**src/rtl/io_out_uart_logger_pkg.sv**
```systemverilog
// Shared constants for the iCEBreaker io_out logging harness: board clock, UART timing, TX FSM encoding.
package io_out_uart_logger_pkg;

   localparam int BOARD_CLK_HZ = 12_000_000;
   localparam int UART_BAUD    = 115_200;

   localparam logic [1:0] TX_IDLE  = 2'd0;
   localparam logic [1:0] TX_START = 2'd1;
   localparam logic [1:0] TX_DATA  = 2'd2;
   localparam logic [1:0] TX_STOP  = 2'd3;

   function automatic int clk_per_bit(input int clk_hz, input int baud);
      return (clk_hz + baud / 2) / baud;
   endfunction

   localparam int DEF_CLK_PER_BIT = clk_per_bit(BOARD_CLK_HZ, UART_BAUD);

endpackage

```
**src/rtl/io_out_uart_logger_tx.sv**
```systemverilog
// 8N1 serialiser: load accepted only in IDLE, uart_tx falls one cycle after accept, frame is 10*CLK_PER_BIT cycles.
// Backpressure: load_rdy is low for the whole frame, so the producer holds its byte until the line is free.
module uart_tx_byte
   import io_out_uart_logger_pkg::*;
#(
   parameter int CLK_PER_BIT = DEF_CLK_PER_BIT
) (
   input  logic       CLK,
   input  logic       rst,
   input  logic       load_vld,
   input  logic [7:0] load_dat,
   output logic       load_rdy,
   output logic       uart_tx
);

   localparam int CW = $clog2(CLK_PER_BIT);
   localparam logic [CW-1:0] BAUD_TOP = CW'(CLK_PER_BIT - 1);

   logic [1:0]    state;
   logic [CW-1:0] baud_cnt;
   logic [2:0]    bit_idx;
   logic [7:0]    shift;
   logic          baud_done;

   assign baud_done = (baud_cnt == '0);
   assign load_rdy  = (state == TX_IDLE);

   // uart_tx follows state by one cycle, so the line level is purely registered
   always_ff @(posedge CLK or posedge rst) begin
      if (rst) begin
         state    <= TX_IDLE;
         baud_cnt <= '0;
         bit_idx  <= '0;
         shift    <= '0;
         uart_tx  <= 1'b1;
      end else begin
         case (state)
            TX_IDLE: begin
               uart_tx <= 1'b1;
               if (load_vld) begin
                  shift    <= load_dat;
                  baud_cnt <= BAUD_TOP;
                  state    <= TX_START;
               end
            end
            TX_START: begin
               uart_tx <= 1'b0;
               if (baud_done) begin
                  baud_cnt <= BAUD_TOP;
                  bit_idx  <= '0;
                  state    <= TX_DATA;
               end else begin
                  baud_cnt <= baud_cnt - CW'(1);
               end
            end
            TX_DATA: begin
               uart_tx <= shift[0];
               if (baud_done) begin
                  shift    <= {1'b0, shift[7:1]};
                  baud_cnt <= BAUD_TOP;
                  bit_idx  <= bit_idx + 3'd1;
                  if (bit_idx == 3'd7) state <= TX_STOP;
               end else begin
                  baud_cnt <= baud_cnt - CW'(1);
               end
            end
            default: begin
               uart_tx <= 1'b1;
               if (baud_done) state <= TX_IDLE;
               else           baud_cnt <= baud_cnt - CW'(1);
            end
         endcase
      end
   end

endmodule

```
**src/rtl/io_out_uart_logger.sv**
```systemverilog
// Samples io_out on divided-clock rises, buffers in a FIFO, logs each byte as 8N1 UART; push->tx fall 2 cycles.
// No upstream backpressure: a sample meeting a full FIFO with no same-cycle pop is dropped and sets sticky overflow.
module io_out_uart_logger
   import io_out_uart_logger_pkg::*;
#(
   parameter int CLK_PER_BIT    = DEF_CLK_PER_BIT,
   parameter int FIFO_DEPTH     = 4,
   parameter bit ONLY_ON_CHANGE = 1'b1
) (
   input  logic       CLK,
   input  logic       rst,
   input  logic       dut_clk,
   input  logic [7:0] dut_out,
   output logic       uart_tx,
   output logic       busy,
   output logic       overflow
);

   localparam int AW = $clog2(FIFO_DEPTH);
   localparam logic [AW:0] DEPTH_CNT = (AW + 1)'(FIFO_DEPTH);

   logic          dut_clk_q;
   logic          rise;
   logic [7:0]    mem [FIFO_DEPTH];
   logic [AW-1:0] wr_ptr;
   logic [AW-1:0] rd_ptr;
   logic [AW:0]   count;
   logic [7:0]    last_pushed;
   logic          seen_first;
   logic          accept;
   logic          full;
   logic          empty;
   logic          push;
   logic          pop;
   logic          drop;
   logic          load_rdy;

   // dut_clk is generated in this clock domain, so a plain delay is enough for edge detection
   assign rise   = dut_clk & ~dut_clk_q;
   assign accept = rise & (!ONLY_ON_CHANGE || !seen_first || (dut_out != last_pushed));
   assign full   = (count == DEPTH_CNT);
   assign empty  = (count == '0);
   assign pop    = ~empty & load_rdy;
   assign push   = accept & (~full | pop);
   assign drop   = accept & full & ~pop;
   assign busy   = ~load_rdy | ~empty;

   always_ff @(posedge CLK or posedge rst) begin
      if (rst) begin
         dut_clk_q   <= 1'b0;
         wr_ptr      <= '0;
         rd_ptr      <= '0;
         count       <= '0;
         last_pushed <= '0;
         seen_first  <= 1'b0;
         overflow    <= 1'b0;
      end else begin
         dut_clk_q <= dut_clk;
         if (push) begin
            wr_ptr      <= wr_ptr + AW'(1);
            last_pushed <= dut_out;
            seen_first  <= 1'b1;
         end
         if (pop)  rd_ptr   <= rd_ptr + AW'(1);
         if (drop) overflow <= 1'b1;
         case ({push, pop})
            2'b10:   count <= count + (AW + 1)'(1);
            2'b01:   count <= count - (AW + 1)'(1);
            default: count <= count;
         endcase
      end
   end

   // Storage needs no reset: the pointers alone define what is valid
   always_ff @(posedge CLK) begin
      if (push) mem[wr_ptr] <= dut_out;
   end

   uart_tx_byte #(
      .CLK_PER_BIT (CLK_PER_BIT)
   ) u_tx (
      .CLK      (CLK),
      .rst      (rst),
      .load_vld (~empty),
      .load_dat (mem[rd_ptr]),
      .load_rdy (load_rdy),
      .uart_tx  (uart_tx)
   );

endmodule

```
**config.mk**
```make
export PLATFORM = sky130hd
export DESIGN_NAME = io_out_uart_logger
export DESIGN_NICKNAME = d
export VERILOG_FILES = /design/src/rtl/io_out_uart_logger_pkg.sv /design/src/rtl/io_out_uart_logger_tx.sv /design/src/rtl/io_out_uart_logger.sv
export SDC_FILE = /design/constraint.sdc
export NUM_CORES = 1
export LEC_CHECK = 0
export CORE_ASPECT_RATIO = 0.7
export CORE_MARGIN = 1.5
export CORE_UTILIZATION = 45
export CTS_CLUSTER_DIAMETER = 40
export DETAILED_ROUTE_END_ITERATION = 8
export GPL_TIMING_DRIVEN = 0
export PLACE_DENSITY = 0.68
export REMOVE_ABC_BUFFERS = 1
export SLEW_MARGIN = 20
export SYNTH_ARGS = -nofsm -noshare
export SYNTH_HDL_FRONTEND = slang
export SYNTH_SLANG_ARGS = --single-unit
```
**constraint.sdc**
```tcl
create_clock -name CLK -period 5 [get_ports CLK]
set_clock_uncertainty 0.2 [all_clocks]
set_input_delay 1 -clock CLK [delete_from_list [all_inputs] [get_ports CLK]]
set_output_delay 1 -clock CLK [all_outputs]
set_load 0.1 [all_outputs]
```
==> results of run 1 <==
## layout make-up
class	count	area share, %
clock buffer	12	4.25
sequential	71	49.5
tap	98	3.13
inverter	12	1.21
clock inverter	4	1.34
multi-input combinational	143	36.5
timing repair buffer	14	4.03
## logic make-up after synthesis
kind of cell	after synthesis	share of synthesized area (%)
AND/OR/NAND/NOR	42	9.48
flip-flops	71	55.8
adder cells (fa/ha/maj)	13	4.90
XOR/XNOR	13	3.28
buffers and inverters	21	3.03
AO/OA/AOI/OAI	37	8.00
multiplexers	38	15.5
## synthesized netlist by cell type, types with 3 or more instances
cell      number  share of area (%)
o21ai_0        3               0.43
mux2i_1        5                1.4
mux2_4         4                1.7
a31oi_1        3               0.54
mux2_2        12                3.9
xor2_1         9                2.3
clkbuf_1       4               0.43
and2_1         6                1.1
xnor2_1        4                1.0
a21oi_1        8                1.2
mux4_2         8                5.2
dfrtp_1       38                 27
mux2_1         8                2.6
nor3_1         7                1.0
nor2_1         4               0.43
a22o_1         7                1.8
nand2_1        5               0.54
inv_1         11                1.2
ha_1          12                4.3
edfxtp_1      32                 28
## worst paths after layout
check | startpoint | endpoint | slack [ns] | cells after the start
worst max-delay path | u_tx.state[0] | busy | 0.60 | 5
worst min-delay path | overflow | overflow | 0.26 | 1
worst max register to register | u_tx.state[0] | mem[3][6] | 2.20 | 5
worst min register to register | overflow | overflow | 0.26 | 1
max in group asynchronous | rst | u_tx.uart_tx | 3.30 | 3
min in group asynchronous | rst | count[0] | 0.78 | 2
## flip-flops by register name, indices dropped and copies added (netlist names)
register	flops
count	3
wr_ptr	2
rd_ptr	2
seen_first	1
u_tx.uart_tx	1
last_pushed	8
u_tx.state	2
u_tx.baud_cnt	7
u_tx.shift	8
overflow	1
mem	32
dut_clk_q	1
u_tx.bit_idx	3
## routing by layer
| layer | share of wire (%) | vias up | global-route usage (%) |
|---|---|---|---|
| met2 | 45 | 30 | 22.3 |
| met5 | 0 | - | 0 |
| met3 | 3.8 | 5 | 5.13 |
| li1 | - | 905 | - |
| met1 | 51 | 963 | 21.4 |
| met4 | 0.52 | 0 | 4.34 |
## worst max-delay path: cells and delay by family, from the launching register on
family	cells	cell delay (ns)
buffers and inverters	3	1.25
flip-flops	1	0.40
AND/OR/NAND/NOR	1	0.75
adder cells (fa/ha/maj)	1	0.46
## stage by stage
step	cell area (µm²)	hold slack, ns	std cells
final	3910	0.265	354
after detailed placement	3690	0.247	338
after CTS	3910	0.267	354
after global routing	3910	0.300	354
after global placement	3670	0.238	337
after floorplan	3410	0.224	226
## power groups by stage
| stage | Combinational [mW] | Clock [mW] | Sequential (mW) |
|---|---|---|---|
| 3_3_place_gp | 0.947 | 0 | 0.936 |
| 4_1_cts | 0.975 | 0.496 | 0.934 |
| 2_1_floorplan | 0.737 | 0 | 0.965 |
| 3_5_place_dp | 0.971 | 0 | 0.947 |
| 5_1_grt | 1.07 | 0.524 | 0.957 |
| 6_report | 0.964 | 0.484 | 0.931 |
==> summary.txt, run 1 <==
STA
  • Final setup vio count: 0
  • Fmax: ~230 MHz
  • Final hold vios: 0
  • Fin. max-slew vios: 0
  • Worst slew margin: between 30% and 40%
  • TNS Setup: 0 ns
  • RSZ-0062 raised after global routing: no
  • Final period utilization: just under 90%
  • Fin worst setup slack: 0.602 ns
  • Worst slew pin tran: around 0.97 ns
  • Post-route minimum period: 4.40 ns

Die
  • Starting Density: approximately 47%
  • Core Region: approximately 0.0074 mm²
  • Boundary Pins: 14
  • Die H: 76.5 µm
  • Die width: between 100 and 150 µm
  • Die ar.: 0.00826 mm²
  • Row cnt: 26

Cells and area
  • Most frequent cells in the layout: 38 x dfrtp_1, 32 x edfxtp_1, 13 x clkdlybuf4s50_1
  • Post-layout util: between 50% and 60%
  • # diodes: 0
  • Layout cell share with drive strength beyond 1: between 20% and 30%
  • Nets: 275
  • Register area: around 0.0019 mm²
  • Fill count: 617
  • Area growth, synth to finish: 12.7%
  • Most common cell after layout, fill and taps aside: dfrtp_1
  • Area of the multi-input gates: about 0.0014 mm²

Routing
  • Antenna Nets Post-Route: 0
  • Post-DR wirelength/cell: 15.8 µm
  • DRC: 0
  • Total number of vias: 1903
  • Vias per cell: around 5.4
  • Final WL: ~5.6 mm
  • DRT Pass-1 Iters: 4
  • Initial drt markers: between 90 and 100

Flow run
  • Max_cap viols: 0

Power
  • Cell area power density: between 600 and 700 mW/mm²
  • Sequential share of power: about two fifths
  • Int Pwr: 1.52 mW
  • Power share of the clock group: 20.3%
  • Leakage: 1.52 nW
  • Switching portion of total power: between 30% and 40%
  • Pwr Total: 2.38 mW
  • Comb pwr share: 40.5%
  • Maximum vdd drop: 0.319 mV
  • Sw Pwr: about 0.86 mW

Clock network
  • CTS Buf Count: 9
  • Max H-tree Level: 3
  • Clock root buffer: clkbuf_8
  • Post-CTS sizing: 0
  • Postcts setup bufs: 0
  • Sink Count: 71
  • CTS tree: yes
  • Clock transition at path regs: about 0.070 ns
  • Maximum clock insertion buffer count: 2
  • Hold Buf Count CTS: 0
  • Skew-Pair Late Insertion Delay: roughly 0.34 ns

Global route
  • Initial antenna violation count: 0
  • Global-route wire length before repair: 9.47 mm
  • Vias in the first global route: between 1.5k and 2k
  • Grt total ovfl: 0
  • Overall Global Routing Usage: between 10% and 20%
  • Largest net degree at the start of global routing: 23

Place
  • GP Congestion: slightly below 0.8
  • Setup WS pre-CTS: ~0.95 ns
  • Post-detail-place hpwl: roughly 3.9 mm
  • PortBufs: 13

Logic synthesis
  • Synth Register Bits: 71
  • Yosys warnings: 0
  • Register area share after synthesis: approximately 56%
  • Library cells used by synthesis: 55
  • EDFF count, synth: 32
  • FFs w/ async S/R, synth: between 50% and 60%
  • Avg Inst Size Synth: between 10 and 15 µm²
  • Post-Syn Area: between 0.003 and 0.004 mm²
  • Cells after Synth: 235
  • Dominant synthesized flop cell: dfrtp_1

Setup path
  • CP Capture Type: output pin
  • Crit path DAT: 3.20 ns
  • Critical path, cell by cell: inv_1 > ha_1 > nor4b_4 > inv_4 > clkdlybuf4s50_1
  • Startpoint Class: flip-flop
  • Crit Path Max Fanout: 11
  • Worst EP required: about 3.8 ns
  • Critical setup path kind: flip-flop to output pin
  • CP max stage cell: clkdlybuf4s50_1
  • Critical path's largest stage delay: slightly above 1 ns

Hold path
  • Hold Path Class: flip-flop to flip-flop

Run status
  • Status: complete, no violations
Note: power is estimated with default switching activity, not from simulation.
==> run 2: changes to the inputs <==
--- a/config.mk
+++ b/config.mk
@@ -10,7 +10,6 @@
 export CORE_UTILIZATION = 45
 export CTS_CLUSTER_DIAMETER = 40
 export DETAILED_ROUTE_END_ITERATION = 8
-export GPL_TIMING_DRIVEN = 0
 export PLACE_DENSITY = 0.68
 export REMOVE_ABC_BUFFERS = 1
 export SLEW_MARGIN = 20
==> summary.txt, run 2 (synthesis results as in run 1) <==
STA
  • Final setup vio count: 0
  • Final period utilization: ~87%
  • Hold WS: 0.255 ns
  • Worst slew pin tran: slightly below 1 ns
  • RSZ-0062 raised after global routing: no
  • Post-route minimum period: roughly 4.3 ns
  • Fmax: between 200 and 250 MHz
  • TNS Setup: 0 ns
  • Fin. max-slew vios: 0
  • Final hold vios: 0
  • Worst slew margin: 34.2%

Clock network
  • Clock transition at path regs: ~0.070 ns
  • CTS tree: yes
  • Maximum clock insertion buffer count: 2
  • Max H-tree Level: 3
  • Sink Count: 71
  • Hold Buf Count CTS: 0
  • Skew-Pair Late Insertion Delay: around 0.35 ns
  • Post-CTS sizing: 0
  • Clock root buffer: clkbuf_8
  • Postcts setup bufs: 0
  • CTS Buf Count: 9

Power
  • Cell area power density: 599 mW/mm²
  • Leakage: approximately 1.5 nW
  • Maximum vdd drop: around 0.3 mV

Cells and area
  • Layout cell share with drive strength beyond 1: between 20% and 30%
  • Most frequent cells in the layout: 38 x dfrtp_1, 32 x edfxtp_1, 13 x clkdlybuf4s50_1
  • Most common cell after layout, fill and taps aside: dfrtp_1
  • Nets: 276
  • Largest reg by FF count: mem
  • # diodes: 0
  • Largest registers: mem: 32 flops, last_pushed: 8 flops, u_tx.shift: 8 flops
  • Largest register FFs: 32
  • Finished Cell Area: around 0.0039 mm²
  • Area growth, synth to finish: 11.0%

Place
  • Post-detail-place hpwl: between 3 and 4 mm
  • Placed cell areas: roughly 0.0037 mm²
  • PortBufs: 13
  • GP Congestion: ~0.88

Global route
  • Overall Global Routing Usage: 15.7%
  • Global-route wire length before repair: ~9.6 mm
  • Initial antenna violation count: 0
  • Grt total ovfl: 0
  • Largest net degree at the start of global routing: 40
  • Vias in the first global route: between 1.5k and 2k

Setup path
  • Worst EP required: between 3 and 4 ns
  • Startpoint Class: flip-flop
  • Crit Path Max Fanout: 11
  • CP Capture Type: output pin
  • Critical setup path kind: flip-flop to output pin
  • Crit path DAT: about 3.1 ns

Die
  • Die width: about 110 µm
  • Boundary Pins: 14
  • Die H: 76.5 µm
  • Core Region: 0.00738 mm²
  • Starting Density: 47.0%
  • Row cnt: 26
  • Die ar.: between 0.008 and 0.009 mm²

Routing
  • DRC: 0
  • Final WL: ~5.7 mm
  • Total number of vias: roughly 1.9k
  • Antenna Nets Post-Route: 0
  • Post-DR wirelength/cell: 16.2 µm
  • DRT Pass-1 Iters: 4
  • Vias per cell: between 5 and 6
  • Initial drt markers: around 110

Flow run
  • Max_cap viols: 0

Run status
  • Status: complete, no violations

Hold path
  • Hold Path Class: flip-flop to flip-flop
## run 2: cell count changes in the layout (fill, tap and decap cells not counted), sizes merged
| cell | previous run | this run |
|---|---|---|
| inv | 12 | 13 |
| bufinv | 1 | 0 |
| clkinv | 3 | 2 |
| clkbuf | 12 | 10 |
| clkinvlp | 0 | 3 |
| buf | 1 | 2 |
## run 2: final cells by class
cell class                      count  area (µm²)
Fill cell                         618        3530
Sequential cell                    71        1940
Multi-Input combinational cell    143        1430
Timing Repair Buffer               15         145
Clock buffer                       10         128
Tap cell                           98         123
Inverter                           12        47.5
Clock inverter                      6        45.0
## run 2: where the power goes
| group | leakage, nW | internal [mW] | total, mW | switching (mW) |
|---|---|---|---|---|
| sequential | 0.754 | 0.780 | 0.932 | 0.152 |
| clock | 0.0789 | 0.181 | 0.402 | 0.221 |
| combinational | 0.656 | 0.464 | 0.973 | 0.509 |
## run 2: worst max-delay path, stage by stage, from the launching register on
cell and delay (ns):
dfrtp_1 0.40, inv_1 0.11, ha_1 0.43, nor4b_4 0.71, inv_4 0.13, clkdlybuf4s50_1 1.01
## run 2: per-stage QoR
step	cells	power [mW]	setup WS, ns	util, %
global route	355	2.47	0.504	52.2
floorplan	226	1.70	2.03	-
CTS	355	2.33	0.629	52.2
global placement	339	1.90	1.13	49.9
detailed placement	339	1.92	1.03	49.9
finish	355	2.31	0.659	52.2
## run 2: final timing paths
check,startpoint,end,slack [ns],cells past startpoint
hold reg to reg,overflow,overflow,0.25,1
hold / removal,overflow,overflow,0.25,1
setup reg to reg,u_tx.state[0],count[2],2.27,8
min in group asynchronous,rst,u_tx.baud_cnt[2],0.87,3
setup / recovery,u_tx.state[0],busy,0.66,5
max in group asynchronous,rst,u_tx.uart_tx,3.36,3
## run 2: per-layer routing
metal | wire length, µm | vias up | global-route usage [%]
li1 | - | 909 | -
met1 | 2850 | 948 | 22.3
met2 | 2590 | 46 | 22.4
met3 | 279 | 4 | 6.07
met4 | 25 | 0 | 4.74
met5 | 0 | - | 0
